[src/rtl/gravity_drop_animator.sv]
// Animates a falling token down one board column, one row per TICKS+1 cycles, then reports where it landed.
// Optional macro DROP_ACCEL_EN: each row step halves the hold time (floored at 1) so the token speeds up.
module gravity_drop_animator #(
  parameter int ROWS   = 6,
  parameter int COLS   = 7,
  parameter int DISP_W = 16,
  parameter int DISP_H = 16,
  parameter int TICKS  = 2000
) (
  input  logic                                clk,
  input  logic                                reset,
  input  logic [ROWS-1:0][DISP_W-1:0]         board_red,
  input  logic [ROWS-1:0][DISP_W-1:0]         board_grn,
  input  logic                                req_valid,
  input  logic                                req_player,
  input  logic [$clog2(COLS)-1:0]             req_col,
  input  logic                                cancel,
  output logic                                req_ready,
  output logic [DISP_H-1:0][DISP_W-1:0]       anim_red,
  output logic [DISP_H-1:0][DISP_W-1:0]       anim_grn,
  output logic                                busy,
  output logic                                done,
  output logic                                reject,
  output logic [$clog2(ROWS)-1:0]             done_row,
  output logic [$clog2(COLS)-1:0]             done_col
);

  // state | meaning
  // IDLE  | waiting for a drop request; req_ready high
  // HOLD  | token shown at r_row, timer counting down to 0
  // STEP  | timer==0 decision (fall one row or land); decided on that same edge, never held
  typedef enum logic [1:0] {IDLE, HOLD, STEP} state_t;

  localparam int CW = $clog2(COLS);
  localparam int RW = $clog2(ROWS);
  localparam int TW = $clog2(TICKS + 1);
  localparam logic [TW-1:0]     TICKS_T  = TW'(TICKS);
  localparam logic [RW-1:0]     LAST_ROW = RW'(ROWS - 1);
  localparam logic [CW:0]       COLS_W   = (CW + 1)'(COLS);
  localparam logic [DISP_W-1:0] MSB      = {1'b1, {(DISP_W - 1){1'b0}}};

  state_t              r_state, w_state_n, w_phase;
  logic [RW-1:0]       r_row, w_row_n, w_row_p1;
  logic [CW-1:0]       r_col, w_col_n;
  logic                r_player, w_player_n;
  logic [TW-1:0]       r_timer, w_timer_n, w_step_load;
  logic                r_busy, w_busy_n;
  logic                r_done, w_done_n;
  logic                r_reject, w_reject_n;
  logic [RW-1:0]       r_done_row, w_done_row_n;
  logic [CW-1:0]       r_done_col, w_done_col_n;
  logic [DISP_H-1:0][DISP_W-1:0] r_anim_red, r_anim_grn, w_anim_red_n, w_anim_grn_n;
  logic                w_accept, w_move, w_col_ok, w_top_occ, w_below_occ;

  assign req_ready = (r_state == IDLE) && !reset;
  assign w_accept  = req_valid && req_ready;
  assign w_col_ok  = {1'b0, req_col} < COLS_W;
  assign w_top_occ = |((board_red[0] | board_grn[0]) & (MSB >> req_col));
  assign w_row_p1  = r_row + 1'b1;
  // Only meaningful when r_row is not the last row; the STEP branch checks that first.
  assign w_below_occ = |((board_red[w_row_p1] | board_grn[w_row_p1]) & (MSB >> r_col));
  assign w_phase   = (r_state == HOLD && r_timer == '0) ? STEP : r_state;

`ifdef DROP_ACCEL_EN
  logic [TW-1:0] r_reload;

  assign w_step_load = (r_reload > TW'(1)) ? (r_reload >> 1) : TW'(1);

  always_ff @(posedge clk) begin
    if (reset) begin
      r_reload <= '0;
    end else if (w_accept) begin
      r_reload <= TICKS_T;
    end else if (w_move) begin
      r_reload <= w_step_load;
    end
  end
`else
  assign w_step_load = TICKS_T;
`endif

  always_comb begin
    w_state_n    = r_state;
    w_row_n      = r_row;
    w_col_n      = r_col;
    w_player_n   = r_player;
    w_timer_n    = r_timer;
    w_busy_n     = r_busy;
    w_done_n     = 1'b0;
    w_reject_n   = 1'b0;
    w_done_row_n = r_done_row;
    w_done_col_n = r_done_col;
    w_move       = 1'b0;
    if (cancel && r_state != IDLE) begin
      w_state_n = IDLE;
      w_busy_n  = 1'b0;
      w_timer_n = '0;
    end else begin
      case (w_phase)
        IDLE: begin
          if (w_accept) begin
            if (!w_col_ok || w_top_occ) begin
              w_reject_n = 1'b1;
            end else begin
              w_state_n  = HOLD;
              w_player_n = req_player;
              w_col_n    = req_col;
              w_row_n    = '0;
              w_timer_n  = TICKS_T;
              w_busy_n   = 1'b1;
            end
          end
        end
        HOLD: w_timer_n = r_timer - 1'b1;
        STEP: begin
          if (r_row != LAST_ROW && !w_below_occ) begin
            w_row_n   = w_row_p1;
            w_timer_n = w_step_load;
            w_state_n = HOLD;
            w_move    = 1'b1;
          end else begin
            w_done_n     = 1'b1;
            w_done_row_n = r_row;
            w_done_col_n = r_col;
            w_busy_n     = 1'b0;
            w_state_n    = IDLE;
          end
        end
        default: begin
          w_state_n = IDLE;
          w_busy_n  = 1'b0;
        end
      endcase
    end
  end

  always_comb begin
    w_anim_red_n = '0;
    w_anim_grn_n = '0;
    if (w_busy_n) begin
      if (w_player_n) w_anim_grn_n[w_row_n] = MSB >> w_col_n;
      else            w_anim_red_n[w_row_n] = MSB >> w_col_n;
    end
  end

  always_ff @(posedge clk) begin
    if (reset) begin
      r_state    <= IDLE;
      r_row      <= '0;
      r_col      <= '0;
      r_player   <= 1'b0;
      r_timer    <= '0;
      r_busy     <= 1'b0;
      r_done     <= 1'b0;
      r_reject   <= 1'b0;
      r_done_row <= '0;
      r_done_col <= '0;
      r_anim_red <= '0;
      r_anim_grn <= '0;
    end else begin
      r_state    <= w_state_n;
      r_row      <= w_row_n;
      r_col      <= w_col_n;
      r_player   <= w_player_n;
      r_timer    <= w_timer_n;
      r_busy     <= w_busy_n;
      r_done     <= w_done_n;
      r_reject   <= w_reject_n;
      r_done_row <= w_done_row_n;
      r_done_col <= w_done_col_n;
      r_anim_red <= w_anim_red_n;
      r_anim_grn <= w_anim_grn_n;
    end
  end

  assign anim_red = r_anim_red;
  assign anim_grn = r_anim_grn;
  assign busy     = r_busy;
  assign done     = r_done;
  assign reject   = r_reject;
  assign done_row = r_done_row;
  assign done_col = r_done_col;

endmodule
[config.mk]
export PLATFORM = sky130hd
export DESIGN_NAME = gravity_drop_animator
export DESIGN_NICKNAME = d
export VERILOG_FILES = /design/src/rtl/gravity_drop_animator.sv
export SDC_FILE = /design/constraint.sdc
export NUM_CORES = 1
export LEC_CHECK = 0
export ABC_AREA = 1
export BUFFER_PORTS_ARGS = -buffer_cell sky130_fd_sc_hd__buf_2
export CAP_MARGIN = 25
export CORE_AREA = 2 2 282 284
export DETAILED_ROUTE_END_ITERATION = 16
export DIE_AREA = 0 0 284 286
export GPL_ROUTABILITY_DRIVEN = 0
export PLACE_DENSITY_LB_ADDON = 0.15
export SKIP_LAST_GASP = 1
export SLEW_MARGIN = 20
export SYNTH_ARGS = -nofsm -noshare
export SYNTH_HDL_FRONTEND = slang
export SYNTH_SLANG_ARGS = --single-unit
[constraint.sdc]
create_clock -name clk -period 2.8 [get_ports clk]
set_input_delay 0.14 -clock clk [delete_from_list [all_inputs] [get_ports clk]]
set_output_delay 0.14 -clock clk [all_outputs]
set_load 0.05 [all_outputs]
==> out/metrics.sh <==
TIMING.CLOCK.SKEW_NS=0.01419
SYN_INST=1160
VDD_DROP_MAX_mV=0.4109
CRITICALPATHCATEGORY='reg -> reg'
TRANSITION_TIME_AT_THE_PIN_WITH_THE_LEAST_SLEW_MARGIN_NS=0.7997
SYNTH.AVG_CELL_AREA_UM2=7.734
SYNTH_SEQ_CELLS=156
PERIOD_MINUS_SLACK_NS=2.585
DETAIL_ROUTE.FIRST_PASS.ITERATIONS=5
GRT_PASS1_VIAS=6472
WL_UM=32190
WORSTSETUPSTARTPOINTTYPE='flip-flop'
GRT-OVFL-TOTAL=0
SYNTH_ENABLE_FLOP_CELLS=0
NETLIST_AREA_UM2=8971
CRITICAL_PATH.MAX_FANOUT=8
WORST_EP_ARRIVAL_TIME_NS=2.96
WORSTHOLDSTART='req_valid'
DESIGN.FINAL.NETS=1646
ROUTED_WIRE_LENGTH_PER_INSTANCE_UM=12.85
VIOLATION_COUNT_AFTER_THE_FIRST_DETAILED_ROUTE_ITERATION=292
TRITONCTS='done'
N_ANTENNA_CELL=0
NUMBER_OF_WARNING_MESSAGES_IN_THE_YOSYS_LOG=0
PLACE_INST=2464
DIE_AREA_UM2=81220
MAXSLEWHEADROOM_PCT=46.12
IO_PINS=722
START_UTIL_PCT=11.45
SEQ_AREA_FRAC_SYNTH_PCT=34.81
REG2REG_SETUP_SLACK_NS=0.22
PLACEABLECOREAREA_UM2=78360
DIE-WIDTH_UM=284
TRITONCTS.NUM_BUFFERS=17
WORSTREGTOREGCELLS=17
FILLER_CELL_COUNT=9167
DRC=0
WORST_EP_REQUIRED_TIME_NS=3.17
RSZ0062_AT_GRT='false'
FINALSETUPTNS_NS=0
SYNTH-ASYNC-RESET-RATIO_PCT=0
CRIT-REG2REG-CAPTURE='anim_grn[31]$_SDFF_PP0_'
MULTI_INPUT_COMB_AREA_UM2=4065
SYNTH_CELL_TYPE_COUNT=43
FINALNONFILLERCELLS=2505
GRT_ANTENNA_BEFORE_REPAIR=4
AREAGROWTHSYNTHTOFINISH_PCT=25.34
PATH_CLK_SLEW_NS=0.07
HOLD_CLASS='in -> reg'
TOTAL_NUMBER_OF_VIAS=7107
CTS_ROOT_BUF='sky130_fd_sc_hd__clkbuf_16'
PORT_BUFFERS=241
FINAL-MAX-SLEW-VIOLATION-COUNT=0
CRITICAL_PATH.CELL_CHAIN='inv_1 > ha_1 > inv_2 > nor2_4 > nand3_2 > nand3_1 > nand2_1 > nor2_4 > nand3_2 > nand2_2 > nand3_4 > nand2_4 > nand2_8 > nor2_8 > clkbuf_16 > nand3_1 > nor2_1'
HOLDPATHSTAGES=3
DETAILEDPLACEMENTHPWL_UM=25460
CPMAXSTAGEDELAYCELL='sky130_fd_sc_hd__dfxtp_2'
MAX_FREQ_MHz=386.9
LAYOUT-DRIVE-GT1-SHARE_PCT=27.42
REGTOREGSTARTPOINT='r_row[1]$_SDFF_PP0_'
DRT.ANTENNA.VIOLATING_NETS=0
POWER.DENSITY_nW_PER_UM2=566.5
CTS-HTREE-LEVELS=4
PERIOD_SHARE_PCT=92.32
WIRE_LENGTH_OF_THE_FIRST_GLOBAL_ROUTING_PASS_UM=44230
LARGEST_NET_DEGREE_AT_THE_START_OF_GLOBAL_ROUTING=35
HOLD_VIOL=0
WHS_ENDPOINT='reject$_SDFF_PP0_'
DIE_Y_UM=286
INSERTION_DELAY_OF_THE_LATER_CLOCKED_PIN_IN_THE_WORST_SKEW_PAIR_NS=0.43
CTS_BUFFER_DEPTH=2
LEAKAGE_nW=5.462
SEQUENTIAL_CELL_AREA_UM2=3128
VIAS_PER_CELL=2.837
SLOWEST_DELAY_NS=0.36
GRT_USAGE_PCT=7.255
PLACEMENTROWS=103
SETUP_VIOLATION_TOTAL_IN_THE_FINAL_TIMING_REPORT=0
OUTCOME='finished clean'
YOSYS_MOST_USED_DFF='sky130_fd_sc_hd__dfxtp_1'
MAX_CAP_VIOLATIONS=0
CTS_SINKS=156
CP-END-KIND='flip-flop'
per-stage QoR:
step	setup WS (ns)	instance area, µm²	utilization [%]	hold slack [ns]	power (mW)
after floorplan	0.3156	10410	-	0.2168	4.212
after global placement	-0.07556	10310	13.16	0.3457	4.064
after detailed placement	-0.1031	10310	13.16	0.3527	4.062
after CTS	0.003699	10940	13.96	0.02064	6.412
after global routing	0.009649	11240	14.35	0.05215	6.632
final	0.2151	11240	14.35	0.04458	6.370
cell usage in the layout, fill, tap and decap left out, drive strengths merged, types with 2 or more instances in the layout:
cell / n
o211a: 2
buf: 295
xor2: 3
dfxtp: 156
nand3: 55
conb: 384
a21oi: 19
nor3: 22
clkinv: 5
ha: 4
nand4: 44
or2: 6
nor2: 186
clkbuf: 20
o21ai: 27
inv: 94
nand2: 116
nand3b: 6
worst max-delay path, delay by kind of cell, from the launching register on:
| kind | cells | cell delay (ns) |
|---|---|---|
| fa+ha+maj | 1 | 0.29 |
| buf+inv | 3 | 0.29 |
| flops | 1 | 0.36 |
| simple gates | 13 | 1.56 |
worst max-delay path by stage:
stage,start,slack [ns],depth (start not counted),end
3_3_place_gp,r_row[0]$_SDFF_PP0_,-0.08,16,anim_red[108]$_SDFF_PP0_
2_1_floorplan,r_state[0]$_SDFFE_PP0P_,0.32,10,anim_grn[40]$_SDFF_PP0_
3_5_place_dp,r_row[0]$_SDFF_PP0_,-0.10,17,anim_grn[90]$_SDFF_PP0_
6_report,r_row[1]$_SDFF_PP0_,0.22,17,anim_grn[31]$_SDFF_PP0_
5_1_grt,r_row[1]$_SDFF_PP0_,0.01,17,anim_grn[28]$_SDFF_PP0_
4_1_cts,r_row[0]$_SDFF_PP0_,0.004,16,anim_grn[122]$_SDFF_PP0_
Yosys cell counts, types with 4 or more instances:
cell type | number | area [µm²]
sky130_fd_sc_hd__a21oi_1 | 19 | 95.09
sky130_fd_sc_hd__buf_2 | 13 | 65.06
sky130_fd_sc_hd__buf_4 | 390 | 2928
sky130_fd_sc_hd__buf_6 | 6 | 67.56
sky130_fd_sc_hd__clkbuf_1 | 8 | 30.03
sky130_fd_sc_hd__dfxtp_1 | 156 | 3123
sky130_fd_sc_hd__ha_1 | 4 | 50.05
sky130_fd_sc_hd__inv_1 | 77 | 289.0
sky130_fd_sc_hd__inv_2 | 8 | 30.03
sky130_fd_sc_hd__nand2_1 | 107 | 401.6
sky130_fd_sc_hd__nand2_2 | 6 | 37.54
sky130_fd_sc_hd__nand3_1 | 41 | 205.2
sky130_fd_sc_hd__nand3_2 | 12 | 120.1
sky130_fd_sc_hd__nand3b_1 | 6 | 45.04
sky130_fd_sc_hd__nand4_1 | 44 | 275.3
sky130_fd_sc_hd__nor2_1 | 181 | 679.4
sky130_fd_sc_hd__nor3_1 | 19 | 95.09
sky130_fd_sc_hd__o21ai_0 | 23 | 115.1
sky130_fd_sc_hd__or2_2 | 4 | 25.02
registers in the layout, indices dropped and copies added (netlist names):
| name | flops |
|---|---|
| anim_grn | 64 |
| r_timer | 11 |
| r_player | 1 |
| r_row | 3 |
| r_col | 3 |
| done_row | 3 |
| r_state | 1 |
| busy | 1 |
| done | 1 |
| anim_red | 64 |
| reject | 1 |
| done_col | 3 |
power by group:
| part | internal (mW) | switching [mW] |
|---|---|---|
| registers | 2.25 | 0.0343 |
| clock network | 1.26 | 1.04 |
| logic | 0.243 | 1.53 |
| total | 3.76 | 2.61 |
layer usage:
layer	vias to the layer above	global-route usage (%)	share of wire (%)
met5	-	0	0
li1	3429	-	-
met3	13	1.148	5.5
met2	333	12.90	50
met4	0	1.539	0.73
met1	3332	9.197	43
cell type report:
| class | count | share of cell area, % |
|---|---|---|
| Clock buffer | 18 | 3.817 |
| Clock inverter | 14 | 1.346 |
| Inverter | 86 | 2.938 |
| Multi-Input combinational cell | 883 | 36.15 |
| Sequential cell | 156 | 27.82 |
| Tap cell | 1050 | 11.68 |
| Timing Repair Buffer | 298 | 16.25 |
timing repair:
item,CTS,global route
hold endpoints to repair,1,0
gates resized for setup,4,50
buffers inserted,0,4
hold buffers,1,0
gates cloned,1,3
pin swaps,1,17
endpoints found under the setup margin,117,133
kinds of logic after synthesis:
family,Yosys count,share of synthesized area (%)
buf+inv,505,38.13
simple gates,437,22.83
flops,156,34.81
compound gates,53,3.236
xor+xnor,4,0.3906
fa+ha+maj,4,0.5579
other cells,1,0.04180
(Power assumes the default switching activity.)
